$ cat src/rtl/reorder_buffer_if.sv
// rtl/reorder_buffer_if.sv - issue, CDB, operand query, commit and redirect signal bundle of the reorder buffer
interface reorder_buffer_if #(
    parameter int ROB_SIZE_BIT = 4
);
    logic                    issue_valid;
    logic [4:0]              issue_rd;
    logic                    issue_done;
    logic [31:0]             issue_val;
    logic [ROB_SIZE_BIT-1:0] issue_tag;
    logic                    full;

    logic                    cdb_valid;
    logic [ROB_SIZE_BIT-1:0] cdb_tag;
    logic [31:0]             cdb_val;
    logic                    cdb_redirect;
    logic [31:0]             cdb_pc;

    logic [ROB_SIZE_BIT-1:0] query_tag1;
    logic [ROB_SIZE_BIT-1:0] query_tag2;
    logic                    query_ready1;
    logic                    query_ready2;
    logic [31:0]             query_val1;
    logic [31:0]             query_val2;

    logic [4:0]              rob_set_idx;
    logic [31:0]             rob_set_reg_val;
    logic [ROB_SIZE_BIT-1:0] rob_set_recorder;
    logic                    rob_clear;
    logic                    redirect_valid;
    logic [31:0]             redirect_pc;

    modport slave (
        input  issue_valid, issue_rd, issue_done, issue_val,
        output issue_tag, full,
        input  cdb_valid, cdb_tag, cdb_val, cdb_redirect, cdb_pc,
        input  query_tag1, query_tag2,
        output query_ready1, query_ready2, query_val1, query_val2,
        output rob_set_idx, rob_set_reg_val, rob_set_recorder, rob_clear,
        output redirect_valid, redirect_pc
    );

    modport master (
        output issue_valid, issue_rd, issue_done, issue_val,
        input  issue_tag, full,
        output cdb_valid, cdb_tag, cdb_val, cdb_redirect, cdb_pc,
        output query_tag1, query_tag2,
        input  query_ready1, query_ready2, query_val1, query_val2,
        input  rob_set_idx, rob_set_reg_val, rob_set_recorder, rob_clear,
        input  redirect_valid, redirect_pc
    );
endinterface

$ cat src/rtl/reorder_buffer.sv
// rtl/reorder_buffer.sv - circular reorder buffer with in-order commit and mispredict flush sequencing
module reorder_buffer #(
    parameter int ROB_SIZE_BIT = 4
) (
    input  logic              clk_in,
    input  logic              rst_in,
    input  logic              rdy_in,
    reorder_buffer_if.slave   rob
);
    localparam int ROB_SIZE = 1 << ROB_SIZE_BIT;
    localparam logic [ROB_SIZE_BIT:0] COUNT_FULL = (ROB_SIZE_BIT+1)'(ROB_SIZE);

    typedef enum logic [1:0] {
        RUN   = 2'd0,
        DRAIN = 2'd1,
        CLEAR = 2'd2
    } state_t;

    state_t state;
    state_t state_next;

    logic [ROB_SIZE_BIT-1:0] head;
    logic [ROB_SIZE_BIT-1:0] tail;
    logic [ROB_SIZE_BIT:0]   count;
    logic [31:0]             flush_pc;

    logic [ROB_SIZE-1:0] ent_busy;
    logic [ROB_SIZE-1:0] ent_done;
    logic [ROB_SIZE-1:0] ent_redirect;
    logic [4:0]          ent_rd  [ROB_SIZE];
    logic [31:0]         ent_val [ROB_SIZE];
    logic [31:0]         ent_pc  [ROB_SIZE];

    logic issue_go;
    logic commit_go;
    logic flush_go;

    // Any non-RUN state blocks allocation, so the front end stalls through the flush.
    assign rob.full     = (count == COUNT_FULL) || (state != RUN);
    assign rob.issue_tag = tail;

    assign issue_go  = rob.issue_valid && !rob.full;
    assign commit_go = (state == RUN) && ent_busy[head] && ent_done[head];
    assign flush_go  = commit_go && ent_redirect[head];

    // Operand lookup reads the stored entry only; a same-cycle CDB result is not forwarded.
    assign rob.query_ready1 = ent_busy[rob.query_tag1] && ent_done[rob.query_tag1];
    assign rob.query_ready2 = ent_busy[rob.query_tag2] && ent_done[rob.query_tag2];
    assign rob.query_val1   = ent_val[rob.query_tag1];
    assign rob.query_val2   = ent_val[rob.query_tag2];

    // Flush sequencer next state: a mispredicted commit walks RUN -> DRAIN -> CLEAR -> RUN.
    always_comb begin
        state_next = state;
        case (state)
            RUN:     if (flush_go) state_next = DRAIN;
            DRAIN:   state_next = CLEAR;
            CLEAR:   state_next = RUN;
            default: state_next = RUN;
        endcase
    end

    // Flush sequencer state register, frozen while rdy_in is low.
    always_ff @(posedge clk_in or posedge rst_in) begin
        if (rst_in) begin
            state <= RUN;
        end else if (rdy_in) begin
            state <= state_next;
        end
    end

    // Entry storage, pointers and the registered commit/clear/redirect outputs.
    always_ff @(posedge clk_in or posedge rst_in) begin
        if (rst_in) begin
            head                 <= '0;
            tail                 <= '0;
            count                <= '0;
            flush_pc             <= '0;
            ent_busy             <= '0;
            ent_done             <= '0;
            ent_redirect         <= '0;
            for (int i = 0; i < ROB_SIZE; i++) begin
                ent_rd[i]  <= '0;
                ent_val[i] <= '0;
                ent_pc[i]  <= '0;
            end
            rob.rob_set_idx      <= '0;
            rob.rob_set_reg_val  <= '0;
            rob.rob_set_recorder <= '0;
            rob.rob_clear        <= 1'b0;
            rob.redirect_valid   <= 1'b0;
            rob.redirect_pc      <= '0;
        end else if (rdy_in) begin
            case (state)
                RUN: begin
                    // Completion only lands on live entries; stale tags fall on the floor.
                    if (rob.cdb_valid && ent_busy[rob.cdb_tag]) begin
                        ent_done[rob.cdb_tag]     <= 1'b1;
                        ent_val[rob.cdb_tag]      <= rob.cdb_val;
                        ent_redirect[rob.cdb_tag] <= rob.cdb_redirect;
                        ent_pc[rob.cdb_tag]       <= rob.cdb_pc;
                    end
                    if (issue_go) begin
                        ent_busy[tail]     <= 1'b1;
                        ent_done[tail]     <= rob.issue_done;
                        ent_rd[tail]       <= rob.issue_rd;
                        ent_val[tail]      <= rob.issue_val;
                        ent_redirect[tail] <= 1'b0;
                        tail               <= tail + 1'b1;
                    end
                    if (commit_go) begin
                        rob.rob_set_idx      <= ent_rd[head];
                        rob.rob_set_reg_val  <= ent_val[head];
                        rob.rob_set_recorder <= head;
                        ent_busy[head]       <= 1'b0;
                        head                 <= head + 1'b1;
                    end else begin
                        rob.rob_set_idx <= '0;
                    end
                    count <= count + (ROB_SIZE_BIT+1)'(issue_go) - (ROB_SIZE_BIT+1)'(commit_go);
                    // The mispredicted entry still writes back; everything younger is discarded,
                    // including anything allocated on this same edge.
                    if (flush_go) begin
                        ent_busy <= '0;
                        head     <= '0;
                        tail     <= '0;
                        count    <= '0;
                        flush_pc <= ent_pc[head];
                    end
                end
                DRAIN: begin
                    // The register write from the flushing commit lands one cycle before the clear.
                    rob.rob_set_idx    <= '0;
                    rob.rob_clear      <= 1'b1;
                    rob.redirect_valid <= 1'b1;
                    rob.redirect_pc    <= flush_pc;
                end
                CLEAR: begin
                    rob.rob_clear      <= 1'b0;
                    rob.redirect_valid <= 1'b0;
                end
                default: begin
                    rob.rob_clear      <= 1'b0;
                    rob.redirect_valid <= 1'b0;
                end
            endcase
        end
    end
endmodule
$ cat src/flat_wrapper.sv
// flat-port wrapper written by rule: the top's interface ports become plain ports
module reorder_buffer_flat 
#(
    parameter int ROB_SIZE_BIT = 4
)
  (clk_in, rst_in, rdy_in, rob_issue_valid, rob_issue_rd, rob_issue_done, rob_issue_val, rob_issue_tag, rob_full, rob_cdb_valid, rob_cdb_tag, rob_cdb_val, rob_cdb_redirect, rob_cdb_pc, rob_query_tag1, rob_query_tag2, rob_query_ready1, rob_query_ready2, rob_query_val1, rob_query_val2, rob_rob_set_idx, rob_rob_set_reg_val, rob_rob_set_recorder, rob_rob_clear, rob_redirect_valid, rob_redirect_pc);
  reorder_buffer_if #(.ROB_SIZE_BIT(ROB_SIZE_BIT)) rob_i ();
  input  logic clk_in;
  input  logic rst_in;
  input  logic rdy_in;
  input wire logic [$bits(rob_i.issue_valid)-1:0] rob_issue_valid;
  input wire logic [$bits(rob_i.issue_rd)-1:0] rob_issue_rd;
  input wire logic [$bits(rob_i.issue_done)-1:0] rob_issue_done;
  input wire logic [$bits(rob_i.issue_val)-1:0] rob_issue_val;
  output wire logic [$bits(rob_i.issue_tag)-1:0] rob_issue_tag;
  output wire logic [$bits(rob_i.full)-1:0] rob_full;
  input wire logic [$bits(rob_i.cdb_valid)-1:0] rob_cdb_valid;
  input wire logic [$bits(rob_i.cdb_tag)-1:0] rob_cdb_tag;
  input wire logic [$bits(rob_i.cdb_val)-1:0] rob_cdb_val;
  input wire logic [$bits(rob_i.cdb_redirect)-1:0] rob_cdb_redirect;
  input wire logic [$bits(rob_i.cdb_pc)-1:0] rob_cdb_pc;
  input wire logic [$bits(rob_i.query_tag1)-1:0] rob_query_tag1;
  input wire logic [$bits(rob_i.query_tag2)-1:0] rob_query_tag2;
  output wire logic [$bits(rob_i.query_ready1)-1:0] rob_query_ready1;
  output wire logic [$bits(rob_i.query_ready2)-1:0] rob_query_ready2;
  output wire logic [$bits(rob_i.query_val1)-1:0] rob_query_val1;
  output wire logic [$bits(rob_i.query_val2)-1:0] rob_query_val2;
  output wire logic [$bits(rob_i.rob_set_idx)-1:0] rob_rob_set_idx;
  output wire logic [$bits(rob_i.rob_set_reg_val)-1:0] rob_rob_set_reg_val;
  output wire logic [$bits(rob_i.rob_set_recorder)-1:0] rob_rob_set_recorder;
  output wire logic [$bits(rob_i.rob_clear)-1:0] rob_rob_clear;
  output wire logic [$bits(rob_i.redirect_valid)-1:0] rob_redirect_valid;
  output wire logic [$bits(rob_i.redirect_pc)-1:0] rob_redirect_pc;
  assign rob_i.issue_valid = rob_issue_valid;
  assign rob_i.issue_rd = rob_issue_rd;
  assign rob_i.issue_done = rob_issue_done;
  assign rob_i.issue_val = rob_issue_val;
  assign rob_issue_tag = rob_i.issue_tag;
  assign rob_full = rob_i.full;
  assign rob_i.cdb_valid = rob_cdb_valid;
  assign rob_i.cdb_tag = rob_cdb_tag;
  assign rob_i.cdb_val = rob_cdb_val;
  assign rob_i.cdb_redirect = rob_cdb_redirect;
  assign rob_i.cdb_pc = rob_cdb_pc;
  assign rob_i.query_tag1 = rob_query_tag1;
  assign rob_i.query_tag2 = rob_query_tag2;
  assign rob_query_ready1 = rob_i.query_ready1;
  assign rob_query_ready2 = rob_i.query_ready2;
  assign rob_query_val1 = rob_i.query_val1;
  assign rob_query_val2 = rob_i.query_val2;
  assign rob_rob_set_idx = rob_i.rob_set_idx;
  assign rob_rob_set_reg_val = rob_i.rob_set_reg_val;
  assign rob_rob_set_recorder = rob_i.rob_set_recorder;
  assign rob_rob_clear = rob_i.rob_clear;
  assign rob_redirect_valid = rob_i.redirect_valid;
  assign rob_redirect_pc = rob_i.redirect_pc;
  reorder_buffer #(.ROB_SIZE_BIT(ROB_SIZE_BIT)) u_core (.clk_in(clk_in), .rst_in(rst_in), .rdy_in(rdy_in), .rob(rob_i));
endmodule
$ cat config.mk
export PLATFORM = sky130hd
export DESIGN_NAME = reorder_buffer_flat
export DESIGN_NICKNAME = d
export VERILOG_FILES = /design/src/rtl/reorder_buffer_if.sv /design/src/rtl/reorder_buffer.sv /design/src/flat_wrapper.sv
export SDC_FILE = /design/constraint.sdc
export NUM_CORES = 2
export LEC_CHECK = 0
export ABC_CLOCK_PERIOD_IN_PS = 147100
export CAP_MARGIN = 30
export CORE_ASPECT_RATIO = 1.1
export CORE_MARGIN = 1
export CORE_UTILIZATION = 45
export DETAILED_ROUTE_END_ITERATION = 7
export MAX_ROUTING_LAYER = met4
export PLACE_DENSITY = 0.69
export SLEW_MARGIN = 20
export SYNTH_ARGS = -nofsm -noshare
export SYNTH_HDL_FRONTEND = slang
export SYNTH_SLANG_ARGS = --single-unit
$ cat constraint.sdc
create_clock -name clk_in -period 147.1 [get_ports clk_in]
set_input_delay 44.13 -clock clk_in [delete_from_list [all_inputs] [get_ports clk_in]]
set_output_delay 44.13 -clock clk_in [all_outputs]
set_load 0.05 [all_outputs]
After elaboration in Yosys (flattened, before gate mapping):

Cells that the tools add are included.

* bits in registers: 1273
* input port bits: 120
* logic and storage cells: 201

* add/subtract/negate cells: 4
* $lt $le $gt $ge: 15
* equal/unequal tests: 3
* mux-type cells: 76
* bitwise gates (word level): 12
* reductions and logical operators: 30

Operators with widths (count)
* 512-bit 2-to-1 mux: 4
* 512-bit bitwise mux: 3
* 32-bit binary-select mux with 4-bit select: 4
* 32-bit 2-to-1 mux: 10
* 32-bit demux with 4-bit select: 2
* 16-bit 2-to-1 mux: 13
* 80-bit bitwise mux: 1
* 16-bit bitwise AND: 2
* 1-bit binary-select mux with 4-bit select: 8
* 16-bit bitwise mux: 2
* 16-bit inverter: 2
* 16-bit OR: 2
* 5-bit >= comparator (second input constant): 5
* 4-bit by 5-bit less-than comparator with 1-bit output (second input constant): 5
* 5-bit 2-to-1 mux: 5
* 4-bit inverter with 5-bit output: 5
* 5-bit binary-select mux with 4-bit select: 1
* 5-bit demux with 4-bit select: 1
* 3-bit AND reduction: 6
* 4-bit 2-to-1 mux: 4
* 1-bit demux with 4-bit select: 3
* 4-bit by 1-bit >= comparator with 1-bit output (second input constant): 3
* 1-bit logical AND: 12
* 1-bit 2-to-1 mux: 11
* other kinds (17): 26

Longest topological paths before layout:

* word-level depth: 11
* mapped depth: 18
* mapped depth without buffers: 16

Worst setup path after synthesis:

OpenSTA, ideal clock, no wires.

* path kind: in2out
* start point: input rob_query_tag1[0]
* end point: output rob_query_val1[0]
* data arrival time: 46.144 ns
* data required time: 102.970 ns
* setup slack: 56.826 ns
* stages: 4
* path buffers: 2
* cell sequence: buf_1 > buf_2 > mux4_2 > mux4_2

* longest elaborated chain between the ends: 4

Ends and longest elaborated chain
* from (decl): line flat_wrapper.sv:22 `input wire logic [$bits(rob_i.query_tag1)-1:0] rob_query_tag1;`
* 4-bit inverter with 5-bit output (implied by the code): line reorder_buffer.sv:49 `assign rob.query_val1 = ent_val[rob.query_tag1];`
* 32-bit binary-select mux with 4-bit select: line reorder_buffer.sv:49
* 32-bit 2-to-1 mux (implied by the code) (2 in series): line reorder_buffer.sv:49
* to (decl): line flat_wrapper.sv:26 `output wire logic [$bits(rob_i.query_val1)-1:0] rob_query_val1;`

No other way between the ends. The select of a mux whose other input is x is not followed.

Worst setup path in the final report:

* start point: input rob_query_tag2[0]
* end point: output rob_query_val2[26]

* longest elaborated chain between the ends: 4

Ends and longest elaborated chain
* from (decl): line flat_wrapper.sv:23 `input wire logic [$bits(rob_i.query_tag2)-1:0] rob_query_tag2;`
* 4-bit inverter with 5-bit output (implied by the code): line reorder_buffer.sv:50 `assign rob.query_val2 = ent_val[rob.query_tag2];`
* 32-bit binary-select mux with 4-bit select: line reorder_buffer.sv:50
* 32-bit 2-to-1 mux (implied by the code) (2 in series): line reorder_buffer.sv:50
* to (decl): line flat_wrapper.sv:27 `output wire logic [$bits(rob_i.query_val2)-1:0] rob_query_val2;`

No other way between the ends. The select of a mux whose other input is x is not followed.

==> reports/summary.txt <==
Outcome: complete, no violations
Unique masters post-synth: 68
CTS Hold Bufs: 0
Post-placement worst setup slack: 54.75 ns
Class of the worst hold path: reg -> reg
Post-synthesis share of cell area spent on xor and xnor gates: 0.03804%
Sort of element at the start of the critical path: input port
Number of enable-type register cells in the synthesized netlist: 0
Iteration-0 DRC count of the detailed router: 6761
Layout cells sized above 1: 31.47%
Sum of routed wire length over all layers: 242100 µm
Most used standard cell by instance count after synthesis: dfrtp_1
Post-synthesis instance area: 69080 µm²
Detailed Place HPWL: 135200 µm
Total number of yosys warnings: 0
CP endpoint kind: output port
Average vias per placed instance: 6.950
Number of nets with antenna violations after routing: 0
Detailed-route via count: 52.46k
Fin Clk Skew: 0.06738 ns
Floorplan die width: 375.6 µm
Clock tree from TritonCTS: done
Worst ir drop on vdd: 12.95 µV
Pin count of the biggest net entering global routing: 194
Worst-path clk slew: 0.06 ns
Synthesized netlist cell count: 5440
Clock net sink count: 1273
Arrival @ worst endpoint: 47.85 ns
Starting density of the core: 45.38%
Ordered list of cells on the worst path: clkbuf_8 -> buf_4 -> buf_4 -> mux4_2 -> mux4_2 -> clkdlybuf4s50_1
Net total in the final layout: 5495
RSZ-0062 raised after global routing: false
Footprint of the flip-flops and latches: 31870 µm²
# resized after CTS: 0
Total track usage: 32.27%
Worst Path Max Fanout: 49
Adder-cell area share of the yosys netlist: 0.2826%
Share of the clock period used by the worst path after layout: 62.53%
Final number of max-transition violations: 0
Most numerous cell types in the synthesized netlist: dfrtp_1, mux4_2, nor2_1
Top post-synthesis cells by area: dfrtp_1, mux4_2, mux2_2
Final setup violation count: 0
Post-synth ARST share: 100.0%
WS Path Type: in -> out
Number of global-route vias before repair: 52.85k
Worst slew slack as a fraction of its limit: 25.47%
Area growth from synthesis to layout: 13.30%
Slowest stage cell, crit path: clkdlybuf4s50_1
Buffers from clock root to sink, at most: 3
Mux contribution to synthesized area: 32.06%
Number of buffers added by the clock tree synthesis step: 142
Vertical die dimension: 412.9 µm
Static power due to leakage: 32.32 nW
Core area: 152200 µm²
Area taken by multi-input logic gates: 34790 µm²
Max Freq: 10.87 MHz
Postcts setup bufs: 0
Mean cell area of the mapped netlist: 12.70 µm²
Slew at the pin closest to its max-slew limit: 1.118 ns
Synth area leader: dfrtp_1
Number of search-and-repair iterations in the first detailed-routing pass: 6
Primary FF master, synth: dfrtp_1
Initial antenna violation count: 31
Synthesized-area fraction occupied by and/or/nand/nor cells: 9.162%
Seq cells post-synth: 1273
Clock H-tree levels: 4
Clock latency at the later pin of the worst-skew pair: 0.82 ns
Worst Setup Slack, final: 55.12 ns
Row Count: 150
First-pass GRT wire length: 358100 µm
Global placement routability congestion: 0.9318
Largest family of logic cells by synthesized area: multiplexers
Net count after synthesis: 5575
Required time of the critical path: 102.97 ns
Pwr Density: 18.94 nW/µm²
Count of final hold-check violations: 0
Total I/O pin count: 266
Buffers added on ports: 265
Worst stage delay on the critical path: 0.72 ns
DRC: 0
Fillers: 12.65k
Routed length per instance: 32.07 µm
Clock root buffer: clkbuf_16
Seq/Total Area, Yosys: 46.12%
Area share of the largest cell type after synthesis: 46.12%
Crit path time final: 91.98 ns
Aggregate global routing overflow: 0
Maxcap violations: 0
DIE AREA: 155100 µm²
Area fraction in compound gates after synthesis: 8.341%
Final-layout setup total negative slack: 0 ns
## critical path: cells and delay by family
kind	cells	cell delay (ns)
mux	2	1.12
buf+inv	4	2.48
## cells in the final DEF (no fill, tap or decap), types with 88 or more instances in the layout
cell type,instances
nand2_1,427
a22oi_1,88
nor4_1,260
clkbuf_16,142
dfrtp_1,1269
buf_4,102
mux4_2,681
a211oi_1,289
mux2_2,565
clkdlybuf4s50_1,257
nor2_1,567
## per-stage QoR
step	total power [W]	utilization (%)	cell area (µm²)	instances	hold WS (ns)
3_3_place_gp	0.001084	47.86	72850	7249	0.4540
4_1_cts	0.001475	51.23	77970	7511	0.4759
3_5_place_dp	0.001104	48.02	73080	7259	0.4613
2_1_floorplan	0.0009333	-	69080	5440	0.4414
5_1_grt	0.001540	51.42	78260	7546	0.4852
6_report	0.001482	51.42	78270	7548	0.4717
## final timing paths
kind                                                       startpoint                                          to  slack [ns]  depth (start not counted)
min in group asynchronous                                      rst_in               u_core.ent_val[3]$_DFFE_PP0P_       43.83                          2
max                                                 rob_query_tag2[0]                          rob_query_val2[26]       55.12                          6
max in group asynchronous                                      rst_in              u_core.ent_pc[400]$_DFFE_PP0P_       99.86                          7
min                        u_core.rob.rob_set_reg_val[13]$_DFFE_PP0P_  u_core.rob.rob_set_reg_val[13]$_DFFE_PP0P_        0.47                          2
min reg2reg                u_core.rob.rob_set_reg_val[13]$_DFFE_PP0P_  u_core.rob.rob_set_reg_val[13]$_DFFE_PP0P_        0.47                          2
max reg2reg                                u_core.head[0]$_DFFE_PP0P_                 u_core.count[4]$_DFFE_PP0P_      142.17                         17
## power by group
group / switching [W] / total [W] / internal [W]
Clock: 0.000157 / 0.000371 / 0.000214
Sequential: 0.000106 / 0.000558 / 0.000452
Combinational: 0.000282 / 0.000554 / 0.000272
Total: 0.000545 / 0.00148 / 0.000938
## sequential cells by signal, indices dropped and copies added (netlist names), 5 cells and up
register and flops:
u_core.ent_val 512, u_core.count 5, u_core.flush_pc 32, u_core.ent_pc 512
u_core.ent_rd 80, u_core.rob.rob_set_reg_val 32, u_core.ent_busy 16, u_core.ent_done 16
u_core.rob.redirect_pc 32, u_core.rob.rob_set_idx 5, u_core.ent_redirect 16
## layout make-up
| cell class | instances | area share [%] |
|---|---|---|
| sequential | 1273 | 40.72 |
| inverter | 35 | 0.1774 |
| timing repair buffer | 388 | 5.036 |
| antenna | 28 | 0.08952 |
| clock inverter | 50 | 0.9560 |
| clock buffer | 202 | 5.288 |
| tap | 2052 | 3.280 |
| multi-input combinational | 3520 | 44.45 |
## metal layers
metal	part of all wire, %	GRT usage [%]	up-vias
li1	-	-	20730
met1	36	40.06	27030
met2	46	48.11	3790
met5	0	-	-
met4	5.9	16.78	0
met3	12	9.274	910
## cell families after synthesis
| logic type | after synthesis |
|---|---|
| simple gates | 1417 |
| mux | 1277 |
| flops | 1273 |
| compound gates | 808 |
| buf+inv | 647 |
| fa+ha+maj | 15 |
| xor+xnor | 3 |
(Power assumes the default switching activity.)
